### src/rtl/vga_fb_arbiter_if.sv
// rtl/vga_fb_arbiter_if.sv - pixel writer valid/ready channel into the frame-buffer arbiter
interface vga_fb_arbiter_if #(
  parameter int ADDR_W = 15,
  parameter int DATA_W = 8
);
  logic              wr_valid;
  logic [ADDR_W-1:0] wr_addr;
  logic [DATA_W-1:0] wr_data;
  logic              wr_ready;

  modport master (output wr_valid, output wr_addr, output wr_data, input wr_ready);
  modport slave  (input wr_valid, input wr_addr, input wr_data, output wr_ready);
endinterface

### src/rtl/vga_fb_arbiter.sv
// rtl/vga_fb_arbiter.sv - frame-buffer port arbiter: scanout fetch, clear engine, pixel writer
module vga_fb_arbiter #(
  parameter int FB_W   = 160,
  parameter int FB_H   = 120,
  parameter int DATA_W = 8,
  parameter int ADDR_W = 15
) (
  input  logic              clk,
  input  logic              reset,
  input  logic [9:0]        hcount,
  input  logic [9:0]        vcount,
  vga_fb_arbiter_if.slave   wr_bus,
  input  logic              clr_start,
  input  logic [DATA_W-1:0] clr_color,
  output logic              clr_busy,
  output logic              clr_done,
  output logic [ADDR_W-1:0] mem_addr,
  output logic [DATA_W-1:0] mem_wdata,
  output logic              mem_we,
  input  logic [DATA_W-1:0] mem_rdata,
  output logic [DATA_W-1:0] pix_data
);
  localparam logic [9:0]        H_VIS0    = 10'd144;
  localparam logic [9:0]        H_VIS1    = 10'(144 + 4*FB_W - 1);
  localparam logic [9:0]        V_VIS0    = 10'd35;
  localparam logic [9:0]        V_VIS1    = 10'(35 + 4*FB_H - 1);
  localparam logic [9:0]        H_FET0    = H_VIS0 - 10'd2;
  localparam logic [9:0]        H_FET1    = H_VIS1 - 10'd5;
  localparam logic [ADDR_W-1:0] LAST_ADDR = ADDR_W'(FB_W*FB_H - 1);
  localparam logic [ADDR_W-1:0] N_WORDS   = ADDR_W'(FB_W*FB_H);

  typedef enum logic [1:0] {IDLE, CLEAR, DONE} state_t;

  state_t              state;
  logic [ADDR_W-1:0]   clr_addr;
  logic [DATA_W-1:0]   clr_fill;
  logic                fetch_d;
  logic [DATA_W-1:0]   pix_reg;

  logic                v_act;
  logic                h_vis;
  logic                fetch;
  logic [7:0]          fx;
  logic [6:0]          fy;
  logic [ADDR_W-1:0]   fetch_addr;

  // Fetch two pixels ahead of each 4-pixel cell so the read lands before it is shown.
  assign v_act = (vcount >= V_VIS0) && (vcount <= V_VIS1);
  assign h_vis = (hcount >= H_VIS0) && (hcount <= H_VIS1);
  assign fetch = v_act && (hcount >= H_FET0) && (hcount <= H_FET1) && (hcount[1:0] == 2'd2);

  assign fx         = 8'((hcount - H_FET0) >> 2);
  assign fy         = 7'((vcount - V_VIS0) >> 2);
  assign fetch_addr = ADDR_W'({fy, 7'b0}) + ADDR_W'({fy, 5'b0}) + ADDR_W'(fx);

  assign wr_bus.wr_ready = !reset && !fetch && !clr_busy;

  always_comb begin
    mem_addr  = '0;
    mem_wdata = '0;
    mem_we    = 1'b0;
    if (fetch) begin
      mem_addr = fetch_addr;
    end else if (clr_busy) begin
      mem_addr  = clr_addr;
      mem_wdata = clr_fill;
      mem_we    = !reset;
    end else if (wr_bus.wr_valid && !reset) begin
      // Out-of-range writes still complete the handshake but never reach the RAM.
      mem_addr  = wr_bus.wr_addr;
      mem_wdata = wr_bus.wr_data;
      mem_we    = (wr_bus.wr_addr < N_WORDS);
    end
  end

  always_ff @(posedge clk) begin
    if (reset) begin
      state    <= IDLE;
      clr_busy <= 1'b0;
      clr_done <= 1'b0;
      clr_addr <= '0;
      clr_fill <= '0;
    end else begin
      clr_done <= 1'b0;
      case (state)
        IDLE: begin
          if (clr_start) begin
            state    <= CLEAR;
            clr_busy <= 1'b1;
            clr_addr <= '0;
            clr_fill <= clr_color;
          end
        end
        CLEAR: begin
          if (!fetch) begin
            if (clr_addr == LAST_ADDR) begin
              state    <= DONE;
              clr_busy <= 1'b0;
              clr_done <= 1'b1;
            end else begin
              clr_addr <= clr_addr + ADDR_W'(1);
            end
          end
        end
        DONE:    state <= IDLE;
        default: state <= IDLE;
      endcase
    end
  end

  always_ff @(posedge clk) begin
    if (reset) begin
      fetch_d <= 1'b0;
      pix_reg <= '0;
    end else begin
      fetch_d <= fetch;
      if (fetch_d) pix_reg <= mem_rdata;
    end
  end

  assign pix_data = (h_vis && v_act) ? pix_reg : '0;
endmodule

### src/flat_wrapper.sv
// flat-port wrapper written by rule: the top's interface ports become plain ports
module vga_fb_arbiter_flat 
#(
  parameter int FB_W   = 160,
  parameter int FB_H   = 120,
  parameter int DATA_W = 8,
  parameter int ADDR_W = 15
)
  (clk, reset, hcount, vcount, clr_start, clr_color, clr_busy, clr_done, mem_addr, mem_wdata, mem_we, mem_rdata, pix_data, wr_bus_wr_valid, wr_bus_wr_addr, wr_bus_wr_data, wr_bus_wr_ready);
  vga_fb_arbiter_if #(.ADDR_W(ADDR_W), .DATA_W(DATA_W)) wr_bus_i ();
  input  logic clk;
  input  logic reset;
  input  logic [9:0] hcount;
  input  logic [9:0] vcount;
  input  logic clr_start;
  input  logic [DATA_W-1:0] clr_color;
  output logic clr_busy;
  output logic clr_done;
  output logic [ADDR_W-1:0] mem_addr;
  output logic [DATA_W-1:0] mem_wdata;
  output logic mem_we;
  input  logic [DATA_W-1:0] mem_rdata;
  output logic [DATA_W-1:0] pix_data;
  input wire logic [$bits(wr_bus_i.wr_valid)-1:0] wr_bus_wr_valid;
  input wire logic [$bits(wr_bus_i.wr_addr)-1:0] wr_bus_wr_addr;
  input wire logic [$bits(wr_bus_i.wr_data)-1:0] wr_bus_wr_data;
  output wire logic [$bits(wr_bus_i.wr_ready)-1:0] wr_bus_wr_ready;
  assign wr_bus_i.wr_valid = wr_bus_wr_valid;
  assign wr_bus_i.wr_addr = wr_bus_wr_addr;
  assign wr_bus_i.wr_data = wr_bus_wr_data;
  assign wr_bus_wr_ready = wr_bus_i.wr_ready;
  vga_fb_arbiter #(.FB_W(FB_W), .FB_H(FB_H), .DATA_W(DATA_W), .ADDR_W(ADDR_W)) u_core (.clk(clk), .reset(reset), .hcount(hcount), .vcount(vcount), .wr_bus(wr_bus_i), .clr_start(clr_start), .clr_color(clr_color), .clr_busy(clr_busy), .clr_done(clr_done), .mem_addr(mem_addr), .mem_wdata(mem_wdata), .mem_we(mem_we), .mem_rdata(mem_rdata), .pix_data(pix_data));
endmodule
### config.mk
export PLATFORM = sky130hd
export DESIGN_NAME = vga_fb_arbiter_flat
export DESIGN_NICKNAME = d
export VERILOG_FILES = /design/src/rtl/vga_fb_arbiter_if.sv /design/src/rtl/vga_fb_arbiter.sv /design/src/flat_wrapper.sv
export SDC_FILE = /design/constraint.sdc
export NUM_CORES = 1
export LEC_CHECK = 0
export BUFFER_PORTS_ARGS = -buffer_cell sky130_fd_sc_hd__buf_2
export CAP_MARGIN = 10
export CORE_ASPECT_RATIO = 0.8
export CORE_MARGIN = 4
export CORE_UTILIZATION = 45
export DETAILED_ROUTE_END_ITERATION = 7
export GPL_ROUTABILITY_DRIVEN = 0
export PLACE_DENSITY = 0.79
export SLEW_MARGIN = 15
export SYNTH_ARGS = -nofsm -noshare
export SYNTH_HDL_FRONTEND = slang
export SYNTH_SLANG_ARGS = --single-unit
### constraint.sdc
create_clock -name clk -period 6.7 [get_ports clk]
set_clock_uncertainty 0.2 [all_clocks]
set_input_delay 0.335 -clock clk [delete_from_list [all_inputs] [get_ports clk]]
set_output_delay 0.335 -clock clk [all_outputs]
set_load 0.05 [all_outputs]
* After elaboration in Yosys (flattened, before gate mapping) *
Cells that the tools add are included.

operators by class
  bitwise gates (word level) = 1
  equal/unequal tests = 7
  magnitude comparators = 7
  add/subtract/negate cells = 5
  reduce and logical (&&, ||, !) cells = 19
  multiplexer cells = 23

operator list
  kind                                                                                  count
  15-bit 2-to-1 mux                                                                     6
  8-bit 2-to-1 mux                                                                      4
  10-bit less-or-equal comparator, second input constant                                3
  15-bit one-hot mux with 2 select lines                                                1
  10-bit by 8-bit greater-or-equal comparator with 1-bit output, second input constant  2
  14-bit by 12-bit adder with 15-bit output                                             1
  15-bit by 1-bit adder with 15-bit output, second input constant                       1
  15-bit by 8-bit adder with 15-bit output                                              1
  15-bit equality test, second input constant                                           1
  15-bit < comparator, second input constant                                            1
  10-bit by 6-bit greater-or-equal comparator with 1-bit output, second input constant  1
  10-bit by 8-bit subtractor with 10-bit output, second input constant                  1
  1-bit logical AND                                                                     9
  9-bit by 6-bit subtractor with 9-bit output, second input constant                    1
  4-bit AND reduction                                                                   2
  1-bit 2-to-1 mux                                                                      7
  2-bit 2-to-1 mux                                                                      3
  2-bit != test, second input constant                                                  3
  2-bit one-hot mux with 2 select lines                                                 1
  1-bit zero test                                                                       3
  3-bit AND reduction                                                                   1
  3-bit OR reduction                                                                    1
  2-bit by 1-bit equality test with 1-bit output, second input constant                 1
  2-bit equality test, second input constant                                            1
  6 further kinds                                                                       6

word-level totals
  input port bits = 63
  output and inout bits = 35
  bits in registers = 36

* Depth between registers and ports, before layout *
Gate-level depths: netlist of the first run.

  word-level depth = 8
  mapped depth = 13

* Worst setup path after synthesis of the first run *
Ideal clock, no wire load.

  kind = in2out
  start = input hcount[1]
  end = output mem_addr[12]
  stages = 12
  path slack = 2.294 ns
  arrival time = 3.871 ns
  cells stage by stage = ha_1 a2111o_1 a21oi_1 xnor2_1 fa_1 inv_1 fa_1 a21o_1 a311o_1 a21oi_1 xor2_1 a21oi_1

on the way
  longest elaborated chain between the ends = 5
  elaborated cells between the ends (all ways) = 9
  those cells by class = add/sub: 2; order compare: 2; eq/ne: 1; mux: 1; reduce/logical: 3

RTL lines
  item                                                                                              RTL line              RTL
  start, declared                                                                                   flat_wrapper.sv:13    input logic [9:0] hcount;
  parallel branches: the longest is 4 deep, another holds 15-bit by 8-bit adder with 15-bit output  --
  15-bit 2-to-1 mux (*)                                                                             vga_fb_arbiter.sv:62  if (fetch) begin
  end, declared                                                                                     flat_wrapper.sv:19    output logic [ADDR_W-1:0] mem_addr;

Mark *: on every way between the ends.

* Final worst setup path of the first run *
  start = input hcount[1]
  end = output mem_addr[14]

The elaborated chain is that of the path after synthesis.

==> Flow_metrics.wiki, run 1 <==
{| class="wikitable"
! Metric !! Value
|-
| Critical setup path kind || input pin to output pin
|-
| Aggregate global routing overflow || 0
|-
| Number of library cell types mapped by synthesis || 56
|-
| Tmin final || between 4 and 5 ns
|-
| Clock root buffer || sky130_fd_sc_hd__clkbuf_8
|-
| Setup repair after global routing missed its margin || no
|-
| Initial DRC Count || 190
|-
| Number of buffers inserted during clock tree synthesis || 5
|-
| Number of detailed-route iterations in the first pass || 4
|-
| Clk network pwr share || around a quarter
|-
| Number of flops mapped to enable cells by yosys || 0
|-
| Slew at the pin with the worst max-slew slack || roughly 0.99 ns
|-
| Arr. time, crit path || 3.85 ns
|-
| Area growth syn-to-layout || 21.92%
|-
| Internal power component || roughly 380 uW
|-
| Maximum operating frequency || ~0.23 GHz
|-
| Synth Instances || approximately 340
|-
| I/O pin total || 98
|-
| Cell area after layout || around 0.0034 mm2
|-
| Post-synth top cells || sky130_fd_sc_hd__dfxtp_1, sky130_fd_sc_hd__a21oi_1, sky130_fd_sc_hd__nor2_1
|-
| Total standard cell area after synthesis || ~0.0028 mm2
|-
| Critical Path Fanout Max || 4
|-
| Most frequent cell after synthesis || sky130_fd_sc_hd__dfxtp_1
|-
| Leakage power summed over all cells || around 0.0014 uW
|-
| Resize count post-CTS || 0
|-
| # clock sinks || 36
|-
| Max-cap violations || 0
|-
| Maximum level of the CTS H-tree || 2
|-
| Number of placed cells counting well taps || 503
|-
| Proportion of power drawn by combinational gates || between 30 and 40%
|-
| Inserted Diodes || 0
|-
| Result of the run || finished, final reports clean
|-
| Via count of the first global-routing pass || between 2000 and 3000
|-
| Via count || roughly 2900
|-
| Pre-CTS setup slack || between 2 and 2.5 ns
|-
| Nets || between 500 and 600
|-
| Post-synth top area share || about a quarter
|-
| Average instance area after synthesis || 8.186 um2
|-
| Share of total power in sequential cells || a little under two fifths
|-
| Final number of setup-violating endpoints || 0
|-
| Final period utilization || about 65%
|-
| Placed cell area || approximately 0.0033 mm2
|-
| Number of flip-flops in the largest register || 15
|-
| Total core area || between 0.005 and 0.006 mm2
|-
| Buffers from clock root to sink, at most || 2
|-
| Initial Util || 46.72%
|-
| ANT nets after route || 0
|-
| Fin cells || approximately 510
|-
| Number of input and output port buffers inserted || 97
|-
| Max rail drop VDD || about 80 uV
|-
| Warning count from the yosys run || 0
|-
| Worst-case hold slack || about 0.075 ns
|-
| Setup Buffers After CTS || 0
|-
| Kind of launch point of the worst setup path || input pin
|-
| WL/cell || about 15 um
|-
| Global-route wire length before repair || ~12000 um
|-
| Die width || around 96 um
|-
| Total wirelength of the detailed-routed design || roughly 7500 um
|-
| Fraction of power spent switching nets || 37.47%
|-
| Worst Setup End Kind || output pin
|-
| Pin count of the biggest net entering global routing || 31
|-
| Fraction of final layout cells with drive strength greater than 1 || ~34%
|-
| Floorplan row count || 25
|-
| Worst setup slack after layout || between 2 and 2.5 ns
|-
| Final-layout setup total negative slack || 0 ns
|-
| Part of the Yosys area used for sequential elements || 25.82%
|-
| Initial antenna violation count || 0
|-
| Die Height || between 70 and 80 um
|-
| Predominant post-synthesis flop cell || sky130_fd_sc_hd__dfxtp_1
|-
| Pwr Density || between 150 and 200 mW/mm2
|-
| Largest area contributor in the synthesized netlist || sky130_fd_sc_hd__dfxtp_1
|-
| Clock transition at the register clock pins on the worst setup and hold paths after CTS || approximately 0.070 ns
|-
| Class of the most critical hold timing path || input pin to flip-flop
|-
| Data required time of the worst path || 6.16 ns
|-
| Number of hold buffers added after cts || 0
|-
| Hold Path Depth || 3
|-
| TritonCTS clock tree || yes
|-
| Post-detail-place hpwl || 5729 um
|-
| Worst slew slack as a fraction of its limit || between 30% and 40%
|-
| Switching power summed over all nets || around 230 uW
|-
| Hold violation total from the final report || 0
|-
| Number of synthesized register bits || 36
|-
| Number of filler instances in the final layout || roughly 560
|-
| Synthesized net count || ~420
|-
| Overall track demand over capacity in global routing || about a fifth
|-
| Proportion of synthesized flip-flops having asynchronous set or reset || 0%
|-
| Vias per cell || about 5.6
|-
| Max-slew violations || 0
|-
| Residual DRC count || 0
|-
| Logic depth of the worst register-to-register path || 8
|-
| Leading cell types by total area after synthesis || sky130_fd_sc_hd__dfxtp_1, sky130_fd_sc_hd__ha_1, sky130_fd_sc_hd__a21oi_1, sky130_fd_sc_hd__nor2_1, sky130_fd_sc_hd__nand2_1
|-
| Area of the die || between 0.007 and 0.008 mm2
|-
| Clock network latency to the later pin of the worst-skew pair || approximately 0.30 ns
|}
## critical path, cell delays in order
cell and delay (ns):
sky130_fd_sc_hd__buf_2 0.12, sky130_fd_sc_hd__ha_1 0.24, sky130_fd_sc_hd__a2111o_1 0.47, sky130_fd_sc_hd__a21oi_1 0.19, sky130_fd_sc_hd__xnor2_1 0.10, sky130_fd_sc_hd__fa_1 0.48, sky130_fd_sc_hd__inv_1 0.07, sky130_fd_sc_hd__fa_1 0.46
sky130_fd_sc_hd__a21o_1 0.21, sky130_fd_sc_hd__a311o_1 0.35, sky130_fd_sc_hd__a21oi_1 0.23, sky130_fd_sc_hd__nor2b_1 0.07, sky130_fd_sc_hd__o21a_1 0.17, sky130_fd_sc_hd__o2bb2ai_1 0.11, sky130_fd_sc_hd__buf_2 0.23
## cell families after synthesis
kind of cell	after synthesis	synth area share, %
XOR/XNOR	19	5.961
multiplexers	9	3.227
flip-flops	36	25.82
AO/OA/AOI/OAI	104	27.97
buffers and inverters	30	5.020
adder cells (fa/ha/maj)	18	8.606
AND/OR/NAND/NOR	125	23.40
## per-stage QoR
| stage | total power [uW] | util (%) |
|---|---|---|
| after floorplan | 395.8 | - |
| after global placement | 449.2 | 55.46 |
| after detailed placement | 454.7 | 55.46 |
| after CTS | 616.9 | 56.96 |
| after global routing | 654.1 | 56.96 |
| final | 614.5 | 56.96 |
## cell usage in the layout, fill, tap and decap left out, drive strengths merged, types with 2 or more instances in the layout
cell type	synthesis	layout
xor2	10	10
clkbuf	13	8
nand4	3	3
o41ai	2	2
o21ai	20	20
mux2i	9	9
nor2	29	29
nand3	13	13
xnor2	9	9
or4	2	2
ha	16	16
dfxtp	36	36
a22oi	12	12
fa	2	2
and3	3	3
or3	10	10
buf	6	100
nand2b	3	3
inv	11	11
and2	11	11
a221oi	11	11
o21bai	2	2
a21o	2	2
a21oi	43	43
nor3	11	11
nor4	3	3
o31ai	2	2
nand2	27	27
nor2b	4	4
## cell type report
| type | count | area, um2 | area share (%) |
|---|---|---|---|
| Tap cell | 81 | 101.3 | 2.978 |
| Inverter | 11 | 41.29 | 1.213 |
| Sequential cell | 36 | 720.7 | 21.18 |
| Timing Repair Buffer | 100 | 508.0 | 14.93 |
| Clock buffer | 8 | 90.09 | 2.647 |
| Multi-Input combinational cell | 275 | 1942 | 57.06 |
## worst paths after layout
path                          to                from  slack, ns
min reg2reg   u_core.clr_fill[4]  u_core.clr_fill[4]       0.27
min            u_core.pix_reg[2]        mem_rdata[2]       0.07
max                 mem_addr[14]           hcount[1]       2.31
max reg2reg  u_core.clr_addr[12]  u_core.clr_addr[0]       4.00
## per-layer routing
| metal | global-route usage (%) | share of wire [%] | up-vias |
|---|---|---|---|
| li1 | - | - | 1428 |
| met2 | 33.15 | 47 | 84 |
| met3 | 3.736 | 6.0 | 8 |
| met4 | 5.966 | 0.95 | 0 |
| met5 | 0 | 0 | - |
| met1 | 27.36 | 46 | 1347 |
## power by group through the flow
stage | sequential (uW) | combinational, uW | clock (uW)
after global routing | 227 | 250 | 177
after detailed placement | 231 | 223 | 0
after floorplan | 228 | 168 | 0
after global placement | 231 | 218 | 0
after CTS | 227 | 225 | 165
final | 227 | 225 | 163
No activity file was read; power rests on OpenSTA's default activity.
==> inputs of run 2 (changes only) <==
==> constraint.sdc (replaced) <==
create_clock -name clk -period 4.3 [get_ports clk]
set_clock_uncertainty 0.2 [all_clocks]
set_input_delay 0.215 -clock clk [delete_from_list [all_inputs] [get_ports clk]]
set_output_delay 0.215 -clock clk [all_outputs]
set_load 0.05 [all_outputs]
==> Flow_metrics.wiki, run 2 (same netlist as run 1, synthesis figures left out) <==
{| class="wikitable"
! Metric !! Value
|-
| Critical Path Source || hcount[1]
|-
| Worst-case hold slack || ~0.070 ns
|-
| ANT nets after route || 0
|-
| Worst setup slack after layout || 0.1794 ns
|-
| Initial antenna violation count || 0
|-
| Kind of cell with the highest combined delay on the critical path || compound AO/OA/AOI/OAI gates
|-
| Most common cell after layout, fill and taps aside || sky130_fd_sc_hd__buf_2
|-
| Start of the worst register-to-register path || u_core.clr_addr[0]
|-
| Slowest stage cell on the critical path || sky130_fd_sc_hd__a2111o_1
|-
| Slew at the pin with the worst max-slew slack || between 0.9 and 1 ns
|-
| Die width || 96.06 um
|-
| Area growth syn-to-layout || 27.66%
|-
| Maximum operating frequency || roughly 0.24 GHz
|-
| Area of the die || ~0.0075 mm2
|-
| Global-route wire length before repair || 12630 um
|-
| Critical setup path kind || input pin to output pin
|-
| Pre-CTS setup slack || around 0.18 ns
|-
| Clock transition at the register clock pins on the worst setup and hold paths after CTS || 0.07 ns
|-
| Max-slew violations || 0
|-
| Nets || ~530
|-
| Most frequent cells in the layout || sky130_fd_sc_hd__buf_2, sky130_fd_sc_hd__dfxtp_1, sky130_fd_sc_hd__a21oi_1
|-
| Critical Path, Cell by Cell || buf_2 -> ha_1 -> a2111o_1 -> a21oi_1 -> xnor2_1 -> fa_1 -> inv_1 -> fa_1 -> a21o_1 -> a311o_1 -> a21oi_1 -> nor2b_1 -> o21a_1 -> o2bb2ai_1 -> buf_2
|-
| # clock sinks || 36
|-
| Aggregate global routing overflow || 0
|-
| Total core area || 0.005974 mm2
|-
| Number of detailed-route iterations in the first pass || 5
|-
| Pwr Density || about 270 mW/mm2
|-
| Residual DRC count || 0
|-
| Initial Util || a little under half
|-
| Worst slew slack as a fraction of its limit || 36.98%
|-
| Startpoint of the most critical hold path || hcount[0]
|-
| Multi-input logic area || 0.001942 mm2
|-
| Hold violation total from the final report || 0
|-
| Max rail drop VDD || approximately 140 uV
|-
| Max-cap violations || 0
|-
| Via count of the first global-routing pass || roughly 2800
|-
| Overall track demand over capacity in global routing || around a fifth
|-
| Clock network latency to the later pin of the worst-skew pair || about 0.30 ns
|-
| Post-detail-place hpwl || just under 6000 um
|-
| I/O pin total || a little under 100
|-
| Floorplan row count || 25
|-
| Fraction of final layout cells with drive strength greater than 1 || 32.51%
|-
| Result of the run || finished, final reports clean
|-
| Buf/Inv on CP || 3
|-
| Number of flip-flops in the largest register || 15
|-
| Number of input and output port buffers inserted || 97
|-
| Data required time of the worst path || just under 4 ns
|-
| TritonCTS clock tree || yes
|-
| Final-layout setup total negative slack || 0 ns
|-
| Final core utilization || between 50% and 60%
|-
| Class of the most critical hold timing path || input pin to flip-flop
|-
| Total wirelength of the detailed-routed design || a little under 8000 um
|-
| Kind of launch point of the worst setup path || input pin
|-
| Buffers from clock root to sink, at most || 2
|-
| Tmin final || 4.121 ns
|-
| Area occupied by registers || roughly 700 um2
|-
| Leakage power summed over all cells || 0.001508 uW
|-
| Worst Setup End Kind || output pin
|-
| Maximum level of the CTS H-tree || 2
|-
| Number of buffers inserted during clock tree synthesis || 5
|-
| Final period utilization || between 90% and 100%
|-
| Pin count of the biggest net entering global routing || 46
|-
| Vias per cell || between 5 and 6
|-
| Critical Path Fanout Max || 4
|-
| Resize count post-CTS || 0
|-
| WL/cell || approximately 15 um
|-
| Inserted Diodes || 0
|-
| Die Height || 78.45 um
|-
| Clock root buffer || sky130_fd_sc_hd__clkbuf_8
|-
| Number of filler instances in the final layout || 516
|-
| Initial DRC Count || 180
|-
| Arr. time, crit path || 3.71 ns
|-
| CP max stage delay || approximately 0.48 ns
|-
| Via count || between 2000 and 3000
|-
| Setup repair after global routing missed its margin || no
|-
| Final number of setup-violating endpoints || 0
|}
[run 2: report_power, final]
group	leakage, uW	internal, uW	switching [uW]
sequential	0.000292	342	11.7
combinational	0.00117	136	226
clock	0.0000455	131	122
[run 2: worst min-delay path, stage by stage]
cell and delay, ns:
sky130_fd_sc_hd__buf_2 0.08, sky130_fd_sc_hd__or4b_4 0.17, sky130_fd_sc_hd__nor4_1 0.06
[run 2: worst paths after layout]
check        cells past startpoint  slack, ns                   to
max                             15       0.18         mem_addr[14]
min                              3       0.07       u_core.fetch_d
max reg2reg                      8       1.61  u_core.clr_addr[12]
min reg2reg                      2       0.27   u_core.clr_fill[6]
[run 2: timing repair]
item	4_1_cts	5_1_grt
setup buffers	0	0
endpoints found under the hold margin	16	0
hold buffers	16	0
[run 2: final cells by class]
class / instances / area share (%)
timing repair buffer: 116 / 18.75
multi-input combinational: 275 / 54.49
sequential: 36 / 20.22
inverter: 11 / 1.159
tap: 81 / 2.844
clock buffer: 8 / 2.528
[run 2: per-stage QoR]
step           std cells  power (uW)  cell area, um2
6_report             527       967.5            3563
5_1_grt              527        1023            3563
4_1_cts              527       972.9            3563
3_5_place_dp         503       707.5            3313
3_3_place_gp         503       700.2            3313
2_1_floorplan        341       616.7            2791
[run 2: layer usage]
layer	part of all wire (%)	vias up	track usage (%)	wire, um
li1	-	1456	-	-
met1	43	1370	26.34	3393
met2	48	109	35.22	3774
met3	6.7	22	3.544	529
met4	2.8	0	9.801	224
met5	0	-	0	0
